--- src/rtl/btn_debounce.sv ---
// btn_debounce: debounces one push-button against the 1 us tick and produces a clean level
// plus one-clk press/release pulses. Define LONG_PRESS_EN to add the one-shot btn_long pulse.
module btn_debounce #(
    parameter int STABLE_US  = 5000,
    parameter int CNT_W      = 13,
    parameter bit ACTIVE_LOW = 1'b0,
    parameter int LONG_US    = 1000000,
    parameter int LONG_W     = 20
) (
    input  logic clk,
    input  logic rst,
    input  logic every_us,
    input  logic btn_raw,
    output logic btn_level,
    output logic btn_press,
    output logic btn_release,
    output logic btn_long
);

    // state        | meaning
    // RELEASED     | accepted level is released, input agrees
    // PRESS_WAIT   | input reads pressed, counting stable ticks
    // PRESSED      | accepted level is pressed, input agrees
    // RELEASE_WAIT | input reads released, counting stable ticks
    typedef enum logic [1:0] {
        RELEASED     = 2'd0,
        PRESS_WAIT   = 2'd1,
        PRESSED      = 2'd2,
        RELEASE_WAIT = 2'd3
    } state_t;

    localparam logic             IDLE_LVL = ACTIVE_LOW;
    localparam logic [CNT_W-1:0] CNT_LAST = CNT_W'(STABLE_US - 1);

    state_t           state, state_nxt;
    logic [CNT_W-1:0] cnt, cnt_nxt;
    logic             sync_a, sync_b, p;
    logic             press_nxt, release_nxt, level_nxt;

    // Synchroniser resets to the idle pin level so reset never looks like a press.
    always_ff @(posedge clk or negedge rst) begin
        if (!rst) begin
            sync_a <= IDLE_LVL;
            sync_b <= IDLE_LVL;
        end else begin
            sync_a <= btn_raw;
            sync_b <= sync_a;
        end
    end

    assign p = ACTIVE_LOW ? ~sync_b : sync_b;

    always_comb begin
        state_nxt   = state;
        cnt_nxt     = cnt;
        press_nxt   = 1'b0;
        release_nxt = 1'b0;
        case (state)
            RELEASED: begin
                if (p) begin
                    state_nxt = PRESS_WAIT;
                    cnt_nxt   = '0;
                end
            end
            PRESS_WAIT: begin
                // A revert outranks a coincident tick: that tick is not counted.
                if (!p) begin
                    state_nxt = RELEASED;
                    cnt_nxt   = '0;
                end else if (every_us) begin
                    if (cnt == CNT_LAST) begin
                        state_nxt = PRESSED;
                        cnt_nxt   = '0;
                        press_nxt = 1'b1;
                    end else begin
                        cnt_nxt = cnt + 1'b1;
                    end
                end
            end
            PRESSED: begin
                if (!p) begin
                    state_nxt = RELEASE_WAIT;
                    cnt_nxt   = '0;
                end
            end
            RELEASE_WAIT: begin
                if (p) begin
                    state_nxt = PRESSED;
                    cnt_nxt   = '0;
                end else if (every_us) begin
                    if (cnt == CNT_LAST) begin
                        state_nxt   = RELEASED;
                        cnt_nxt     = '0;
                        release_nxt = 1'b1;
                    end else begin
                        cnt_nxt = cnt + 1'b1;
                    end
                end
            end
            default: begin
                state_nxt = RELEASED;
                cnt_nxt   = '0;
            end
        endcase
    end

    assign level_nxt = (state_nxt == PRESSED) || (state_nxt == RELEASE_WAIT);

    always_ff @(posedge clk or negedge rst) begin
        if (!rst) begin
            state       <= RELEASED;
            cnt         <= '0;
            btn_level   <= 1'b0;
            btn_press   <= 1'b0;
            btn_release <= 1'b0;
        end else begin
            state       <= state_nxt;
            cnt         <= cnt_nxt;
            btn_level   <= level_nxt;
            btn_press   <= press_nxt;
            btn_release <= release_nxt;
        end
    end

`ifdef LONG_PRESS_EN
    localparam logic [LONG_W-1:0] LONG_LAST = LONG_W'(LONG_US);

    logic [LONG_W-1:0] lcnt, lcnt_nxt;
    logic              long_nxt;

    // Hold time survives a release bounce; it restarts only on a fresh accepted press.
    always_comb begin
        lcnt_nxt = lcnt;
        long_nxt = 1'b0;
        if (state_nxt == RELEASED) begin
            lcnt_nxt = '0;
        end else if ((state == PRESS_WAIT) && (state_nxt == PRESSED)) begin
            lcnt_nxt = '0;
        end else if (((state == PRESSED) || (state == RELEASE_WAIT)) && every_us
                     && (lcnt != LONG_LAST)) begin
            lcnt_nxt = lcnt + 1'b1;
            long_nxt = (lcnt_nxt == LONG_LAST);
        end
    end

    always_ff @(posedge clk or negedge rst) begin
        if (!rst) begin
            lcnt     <= '0;
            btn_long <= 1'b0;
        end else begin
            lcnt     <= lcnt_nxt;
            btn_long <= long_nxt;
        end
    end
`else
    assign btn_long = 1'b0;
`endif

endmodule
--- config.mk ---
export PLATFORM = sky130hd
export DESIGN_NAME = btn_debounce
export DESIGN_NICKNAME = d
export VERILOG_FILES = /design/src/rtl/btn_debounce.sv
export SDC_FILE = /design/constraint.sdc
export NUM_CORES = 1
export LEC_CHECK = 0
export ABC_CLOCK_PERIOD_IN_PS = 2300
export CORE_ASPECT_RATIO = 0.7
export CORE_MARGIN = 2
export CORE_UTILIZATION = 45
export DETAILED_ROUTE_END_ITERATION = 8
export DONT_BUFFER_PORTS = 1
export PLACE_DENSITY = 0.72
export SYNTH_ARGS = -nofsm -noshare
export SYNTH_HDL_FRONTEND = slang
export SYNTH_SLANG_ARGS = --single-unit
--- constraint.sdc ---
create_clock -name clk -period 2.3 [get_ports clk]
set_input_delay 0.69 -clock clk [delete_from_list [all_inputs] [get_ports clk]]
set_output_delay 0.69 -clock clk [all_outputs]
set_load 0.005 [all_outputs]
# After elaboration in Yosys (flattened, before gate mapping)
# Cells that the tools add are included.
# Widths: inputs -> output; s select.
# totals
ff_bits	20
inputBits	4
out_inout_bits	4
word_cells	41
# classes
addsub	1
n_eq_ne	8
muxes	22
n_reduce_logical	3
# ops
cell	n
$mux 13	6
$pmux 13 s4	1
$mux 2	8
$add 13x1->13 const B	1
$eq 13x13->1 const B	1
$eq 2x2->1 const B	4
$pmux 2 s4	1
$mux 1	6
$ne 2x2->1 const B	2
$eq 2x1->1 const B	1
$logic_not 2->1	1
$reduce_and 2->1	1
$logic_or 1x1->1	1

# Logic depth before layout (Yosys ltp)
# Gate-level depths: netlist of run 1.
# depth
word_depth	7
depth_mapped	5
mapped_depth_nobuf	5

# Worst setup path before layout of run 1
# OpenSTA, ideal clock, no wires.
# synth_path
path_type	input to register
startpoint	input port every_us
endpoint	register cnt[11]
setup_time_ns	0.126
arrival_time_ns	1.902
t_required_ns	2.174
path_slack_ns	0.272
cell_stages	4
path_buffers	0
cell_sequence	nand3_1 > nor4_4 > nor2_2 > a221o_1
# synth_via
elab_chain_len	3
# synth_lines
item	line_no	source
start: declaration	12	input logic every_us,
$mux 13 (*)	-	
$mux 13, on equally long branches	-	
$pmux 13 s4 (*)	-	
end signal: assignment	118	cnt <= cnt_nxt;
end: declaration	36	logic [CNT_W-1:0] cnt, cnt_nxt;
# Mark *: on every way between the ends. The rest lies on a longest branch, timed or not.
# A chain may end at the register's enable or synchronous reset.

# Worst setup path in the final report of run 1
# layout_path
startpoint	register cnt[0]
endpoint	register cnt[11]
# layout_via
elab_chain_len	5
# layout_lines
item	line_no	source
$add 13x1->13 or $eq 13x13->1 (tied branches)	-	
$mux 13 (*)	71, 91	
$mux 13 (*)	90	end else if (every_us) begin
$mux 13, on equally long branches	87, 67	
$pmux 13 s4 (*)	58	case (state)
# Marks and branches as above.

==> run metrics, run 1 <==
Final WS setup 0.214 ns; via count of the routed design 817; area grow syn2layout 8.04%; width of the die 62.0 µm; CTS Hold Bufs 0; Final ANT Viol Nets 0; Achievable Freq 479 MHz; H-tree Lvls 1; DR WL/cell 15.6 µm; Post-Syn Instances 98; Relative slew margins 57.0%; TritonCTS buffer count 3; sequential area share after synthesis 47.3%; DRC Markers 0; slew at the pin closest to its max-slew limit 0.643 ns; run status finished, final reports clean; Worst-path clk slew 0.10 ns; clock buffer depth 2; layout cells sized above 1 18.4%; initial antenna violation count 0; Max Clock Skew 0.000923 ns; Distinct cells, synth 37; total gr overflow 0; initial cell density of the core 48.3%; clk_lat worst skew 0.29 ns; Maximum Capacitance Violations 0; DR iter-0 viols 29; vias in the first global route 811; Die H 44.6 µm; Post-synth ARST share 100%; Pwr Total 559 µW; synth warn 0; syn_nets 103; postcts setup bufs 0; syn avg cell area 10.8 µm²; Reg2Reg Depth 6; first-pass GRT wire length 3810 µm; crit path max fanout 7; #FFs+latches synth 20; nets@finish 110; CTS tree built; DRT Pass-1 Iters 5; Critical Path End Type flop; post-synth top area cell dfrtp_1; Pins Over Slew Limit 0; final setup fails 0; Mapped Area 1060 µm²; Yosys top cell area share 47.3%; Detail Placement HPWL 1520 µm; Setup WS pre-CTS 0.151 ns; Num Clock Sinks 20; Req. time, crit path 2.49 ns; placed cell count 132; die footprint 2760 µm²; fin crit share 90.7%; Critical Path Source Type flop; Placer Congestion 0.881; filler instances 182; Clock Tree Root clkbuf_4; min Tclk post-route 2.09 ns; final non-filler cell total 135; post-CTS sizing 0; n_diodes 0; Total Routing Usage GR 19.0%; Pwr Density 488 nW/µm²; num rows 14; Hold Path Class in -> async; most common flop cell mapped by yosys dfrtp_1; setup total negative slack 0 ns; DRT Wirelength 2110 µm; top cells by area, synth dfrtp_1, nor3b_1, nor4_4, nor4_1, o311ai_0; port bufs 0; Core Box Area 2190 µm²; worst path arrival time 2.27 ns; Post-synth EDFFs 0; RSZ-0062 raised after global routing no; Fin. Hold Viols 0; CP Class reg -> reg; vias per cell 6.05; io pins 8; Max VDD drop 0.355 mV; Lkg Pwr 0.000459 µW; largest net degree at the start of global routing 21
[placed cells by master (no fill, tap or decap), types with 4 or more instances in the layout]
master     n
nand4_1    4
dfrtp_1   20
o21a_1     4
nor3_1     4
nor4_1     6
buf_4      5
o311ai_0   4
nor3b_1    6
nand2_1    8
nor2_1     4
[sequential cells by signal, summed over array words and instances, names as in the netlist]
signal / cells
btn_level: 1
btn_press: 1
btn_release: 1
cnt: 13
p: 1
state: 2
sync_a: 1
[stage by stage]
step,cell area [µm²],hold WS [ns],utilization (%)
after global routing,1140,0.0570,52.2
after detailed placement,1120,0.345,51.2
after floorplan,1060,0.331,-
after global placement,1120,0.341,51.2
after CTS,1140,0.0695,52.2
final,1140,0.0756,52.2
[where the power goes]
part           switching [µW]  internal [µW]  leakage, µW
registers                7.15            359     0.000271
logic                    19.7           12.6     0.000173
clock network            99.5           61.0    0.0000138
total                     126            432     0.000459
[cells in the mapped netlist (2+ instances only)]
library cell and n:
xor2_1 3, o311ai_0 4, nand2_1 8, and2_1 2
mux2_2 2, o31ai_1 2, nand3_1 3, nor4_4 2
a22o_1 2, nor3_1 4, nor2_1 4, dfrtp_1 20
nand4_1 4, nor3b_1 6, o21a_1 4, a221o_1 2
nor4_1 6
[final cells by class]
| cell class | instances | area, µm² | area share (%) |
|---|---|---|---|
| Clock buffer | 3 | 22.5 | 1.97 |
| Tap cell | 32 | 40.0 | 3.50 |
| Sequential cell | 20 | 500 | 43.8 |
| Multi-Input combinational cell | 74 | 539 | 47.2 |
| Timing Repair Buffer | 5 | 37.5 | 3.28 |
| Inverter | 1 | 3.75 | 0.328 |
[critical path, stage by stage (launching register included)]
cell and delay, ns:
dfrtp_1 0.42, ha_1 0.21, nand3_1 0.29, nor4_4 0.42
buf_4 0.22, nor2_2 0.08, a221o_1 0.35
[layer usage]
metal  up-vias  share of wire (%)  global-route usage [%]
li1        392                  -                       -
met1       399                 49                    28.4
met2        24                 45                    27.3
met3         2                5.7                    5.56
met4         0               0.62                    3.83
met5         -                  0                       0
[cells by family (layout without fill, tap and decap cells)]
| group | count (synthesis) | count (layout) | share of synthesized area, % |
|---|---|---|---|
| and+or+nand+nor | 48 | 48 | 29.4 |
| DFF | 20 | 20 | 47.3 |
| AOI/OAI and AO/OA | 19 | 19 | 15.4 |
| buffers and inverters | 4 | 9 | 1.77 |
| xor gates and xnor gates | 3 | 3 | 2.48 |
| muxes | 2 | 2 | 2.13 |
| adders and majority gates | 1 | 1 | 1.18 |
| other | 1 | 1 | 0.354 |
[final timing paths]
kind                       slack [ns]       to    from
min                              0.08   cnt[9]     rst
min reg2reg                      0.37        p  sync_a
max in group asynchronous        2.16   cnt[1]     rst
max reg2reg                      0.21  cnt[11]  cnt[0]
max                              0.21  cnt[11]  cnt[0]
min in group clk                 0.37        p  sync_a
Power figures use the tool's default switching activity.
==> run 2, diff against run 1 <==
- ABC_AREA: default -> 1
==> run metrics, run 2 <==
first-pass GRT wire length 4130 µm; combinational fraction of design power 4.3%; Synth Area in Compound Gates 4.90%; fin crit share 64.1%; syn_nets 161; total gr overflow 0; Fin. Hold Viols 0; clock buffer depth 2; Switch Pwr 132 µW; Total Routing Usage GR 18.7%; Maximum Capacitance Violations 0; clk_lat worst skew 0.26 ns; final non-filler cell total 190; main combinational cell family by area after synthesis simple AND/OR/NAND/NOR gates; RSZ-0062 raised after global routing no; Critical Path End Type flop; CP Class reg -> reg; GRT Max-Usage Layer met2; num rows 15; H-tree Lvls 1; Final ANT Viol Nets 0; Placer Congestion 0.897; Pwr Density 497 nW/µm²; Pins Over Slew Limit 0; M2 GR Usage 31.1%; vias in the first global route 894; Post-synth EDFFs 0; Achievable Freq 679 MHz; width of the die 65.0 µm; most numerous cell in the Yosys netlist nand2_1; initial antenna violation count 0; max FFs per register 13; postcts setup bufs 0; final setup fails 0; CTS tree built; DRT Wirelength 2500 µm; Max VDD drop 0.445 mV; Final WS setup 0.827 ns; Clock Tree Root clkbuf_8; Lkg Pwr 0.000581 µW; Num Clock Sinks 20; number of buffers and inverters on the critical path 2; Max Clock Skew 0.00470 ns; nets@finish 163; DR iter-0 viols 35; Top delay family on crit path simple AND/OR/NAND/NOR gates; Req. time, crit path 2.45 ns; sequential share of power 59.0%; Hold Path Class in -> async; Post-synth ARST share 100%; min Tclk post-route 1.47 ns; #FFs+latches synth 20; mux cell area share after synthesis 0%; Yosys top cell area share 42.6%; Min Hold Slack 0.120 ns; Worst-path clk slew 0.07 ns; CTS Hold Bufs 0; setup total negative slack 0 ns; Pint 482 µW; Distinct cells, synth 25; Switching Share 21.5%; commonest cells after routing, fill and taps aside nand2_1, inv_1, dfrtp_1; Largest regs cnt x13, state x2; M1 GR Usage 25.5%; Detail Placement HPWL 1940 µm; DRT Pass-1 Iters 4; DR WL/cell 13.1 µm; initial cell density of the core 47.4%; n_diodes 0; placed cell count 187; crit path max fanout 4; io pins 8; layout cells sized above 1 11.5%; TritonCTS buffer count 3; met3 global-route usage 5.38%; Post-Synth Adder-Cell Area 1.07%; port bufs 0; sequential area share after synthesis 42.6%; top cells by area, synth dfrtp_1, nand2_1, nand3_1, inv_1, nor2_1; post-CTS sizing 0; Simple-Gate Fraction of Synth Area 38.7%; Largest Register cnt; vias per cell 5.14; Critical Path Source Type flop; most common cell after layout, fill and taps aside nand2_1; post-synth top area cell dfrtp_1; Setup WS pre-CTS 0.862 ns; Max stage delay cell, worst path dfrtp_1; reg-to-reg setup timing slack 0.83 ns; Core Box Area 2480 µm²; die footprint 3040 µm²; Die H 46.7 µm; DRC Markers 0; synth warn 0; via count of the routed design 976; run status finished, final reports clean; CP peak stage delay 0.42 ns; critical-path cell list ha_1 > nand2_1 > inv_1 > nand3b_4 > nor2_4 > nand3_1 > nand2_1 > inv_1; Mapped Area 1170 µm²; largest net degree at the start of global routing 21; worst path arrival time 1.62 ns; post-synthesis xor/xnor area fraction 2.99%; area grow syn2layout 5.12%; most common flop cell mapped by yosys dfrtp_1; syn avg cell area 7.52 µm²; clock share of power 36.7%; synth cell count leaders nand2_1, inv_1, dfrtp_1, nand3_1, nor2_1; Post-Syn Instances 156
## run 2: changes by cell type after synthesis, moves of 4 or more
cell	delta
nor2_1	+7
o22ai_1	+4
nand2_2	+4
nand3_1	+14
o311ai_0	-4
inv_1	+20
nor3b_1	-6
o21a_1	-4
nand2_1	+40
nor4_1	-6
## run 2: worst paths after layout
| check | from | to | cells past startpoint |
|---|---|---|---|
| worst min-delay path | rst | cnt[10] | 0 |
| worst max-delay path | cnt[1] | btn_level | 8 |
| worst max register to register | cnt[1] | btn_level | 8 |
| worst min register to register | sync_a | p | 0 |
| max in group asynchronous | rst | cnt[6] | 0 |
| min in group clk | sync_a | p | 0 |
## run 2: logic make-up after synthesis
logic type	after synthesis
other	1
flip-flops	20
AO/OA/AOI/OAI	10
AND/OR/NAND/NOR	94
buffers and inverters	26
adder cells (fa/ha/maj)	1
XOR/XNOR	4
## run 2: final cells by class
cell class / instances / area (µm²)
tap: 34 / 42.5
sequential: 20 / 500
clock buffer: 3 / 41.3
fill: 251 / 1240
multi-input combinational: 110 / 563
inverter: 23 / 86.3
## run 2: worst register-to-register path, cell delays in order (launching register included)
cell      delay (ns)
dfrtp_1         0.42
ha_1            0.27
nand2_1         0.08
inv_1           0.11
nand3b_4        0.09
nor2_4          0.15
nand3_1         0.11
nand2_1         0.10
inv_1           0.05
## run 2: power by group through the flow
stage	Combinational (µW)	Clock (µW)	Sequential [µW]
6_report	26.6	225	362
5_1_grt	30.1	246	362
4_1_cts	26.3	231	362
3_5_place_dp	26.2	0	368
3_3_place_gp	25.1	0	368
2_1_floorplan	21.7	0	367
## run 2: layer usage
layer / part of all wire (%) / up-vias
met5: 0 / -
met1: 49 / 457
met2: 44 / 31
met3: 5.9 / 2
li1: - / 486
met4: 0.32 / 0
## run 2: metrics by stage
step                power, µW  cell area [µm²]  utilization [%]
finish                    613             1230             49.8
CTS                       619             1230             49.8
global route              638             1230             49.8
floorplan                 389             1170                -
global placement          393             1190             48.1
detailed placement        394             1190             48.1
==> run 3, diff against run 2 <==
- ABC_CLOCK_PERIOD_IN_PS: 2300 -> 1300
- PLACE_DENSITY: 0.72 -> 0.74
- clock period: 2.3 -> 1.3 ns (I/O delays scaled with it)
==> run metrics, run 3 (same netlist as run 2, synthesis figures left out) <==
CP Class reg -> reg; RSZ-0062 raised after global routing yes; Worst-path clk slew 0.08 ns; Num Clock Sinks 20; Max Clock Skew 0.00639 ns; crit path max fanout 7; Min Hold Slack -0.188 ns; min Tclk post-route 1.31 ns; Pwr Density 848 nW/µm²; die footprint 3040 µm²; most common cell after layout, fill and taps aside nand2_1; n_diodes 0; DRT Pass-1 Iters 4; layout cells sized above 1 26.8%; Final ANT Viol Nets 0; Max VDD drop 0.425 mV; DR WL/cell 13.4 µm; area grow syn2layout 20.1%; fin crit share 101%; Lkg Pwr 0.000658 µW; Achievable Freq 762 MHz; largest net degree at the start of global routing 21; worst path arrival time 1.45 ns; initial antenna violation count 0; Clock Tree Root clkbuf_8; Largest Register cnt; final setup fails 7; Placer Congestion 0.857; vias per cell 5.08; DRT Wirelength 2700 µm; commonest cells after routing, fill and taps aside nand2_1, dfrtp_1, inv_1; io pins 8; Die H 46.7 µm; Final WS setup -0.0120 ns; filler instances 227; Core Box Area 2480 µm²; Reg2Reg Depth 8; Largest regs cnt x13, state x2; Pins Over Slew Limit 0; initial cell density of the core 47.4%; num rows 15; Fin. Hold Viols 20; width of the die 65.0 µm; first-pass GRT wire length 4450 µm; clk_lat worst skew 0.26 ns; port bufs 0; DP Area 1250 µm²; Detail Placement HPWL 1960 µm; clock buffer depth 2; Critical Path End Type flop; run status complete, but fails checks; reg-to-reg setup timing slack -0.01 ns; DRC Markers 0; max FFs per register 13; H-tree Lvls 1; failing checks hold timing, setup timing; Req. time, crit path 1.44 ns; Total Routing Usage GR 20.1%; placed cell count 195; final non-filler cell total 202; Critical Path Source Type flop; vias in the first global route 1030; TritonCTS buffer count 3; nets@finish 174; Maximum Capacitance Violations 0; via count of the routed design 1026; CTS tree built; total gr overflow 0; Post-Layout Inst Area 1410 µm²; DR iter-0 viols 67; Hold Path Class in -> async
## run 3: report_power, final
part / internal [µW] / leakage [µW] / total (µW) / switching, µW
clock: 270 / 0.0000288 / 478 / 209
sequential: 631 / 0.000259 / 641 / 9.68
combinational: 31.2 / 0.000370 / 77.0 / 45.8
## run 3: through the flow
stage	power, µW	setup slack, ns	setup TNS, ns	util, %
after detailed placement	709	-0.0836	-1.02	50.6
after global placement	704	-0.0238	-0.114	50.6
final	1200	-0.0120	-0.0454	56.9
after floorplan	688	0.0107	0	-
after CTS	1190	-0.0185	-0.0564	53.5
after global routing	1240	-0.0790	-0.918	56.9
## run 3: layout make-up
type	count	area (µm²)	area share, %
multi-input cells	110	631	44.7
flip-flops and latches	20	502	35.6
repair buffers	11	93.8	6.65
inverters	23	86.3	6.12
well taps	34	42.5	3.02
clock buffers	4	55.1	3.90
## run 3: critical path: stages (launching register included)
cell     delay (ns)
dfrtp_1        0.43
ha_4           0.19
nand2_2        0.06
inv_2          0.08
nand2_1        0.05
nor2_1         0.09
nand2_1        0.09
nand2_4        0.13
o22ai_1        0.08
## run 3: repair_timing
action	in CTS	in global routing
setup buffers	0	3
setup endpoints to repair	16	17
gates resized for setup	4	20
pin swaps	0	10
endpoints found under the hold margin	20	20
## run 3: worst paths after layout
check                           startpoint     end
worst max-delay path                cnt[1]  cnt[3]
worst min-delay path                   rst  cnt[9]
worst max register to register      cnt[1]  cnt[3]
worst min register to register      sync_a       p
max in group asynchronous              rst  cnt[2]
min in group clk                   btn_raw  sync_a
## run 3: per-layer routing
metal  up-vias  track usage, %  share of wire (%)
li1        513               -                  -
met1       478            25.8                 45
met2        32            33.8                 49
met3         3            5.62                5.3
met4         0            6.25               0.56
met5         -               0                  0
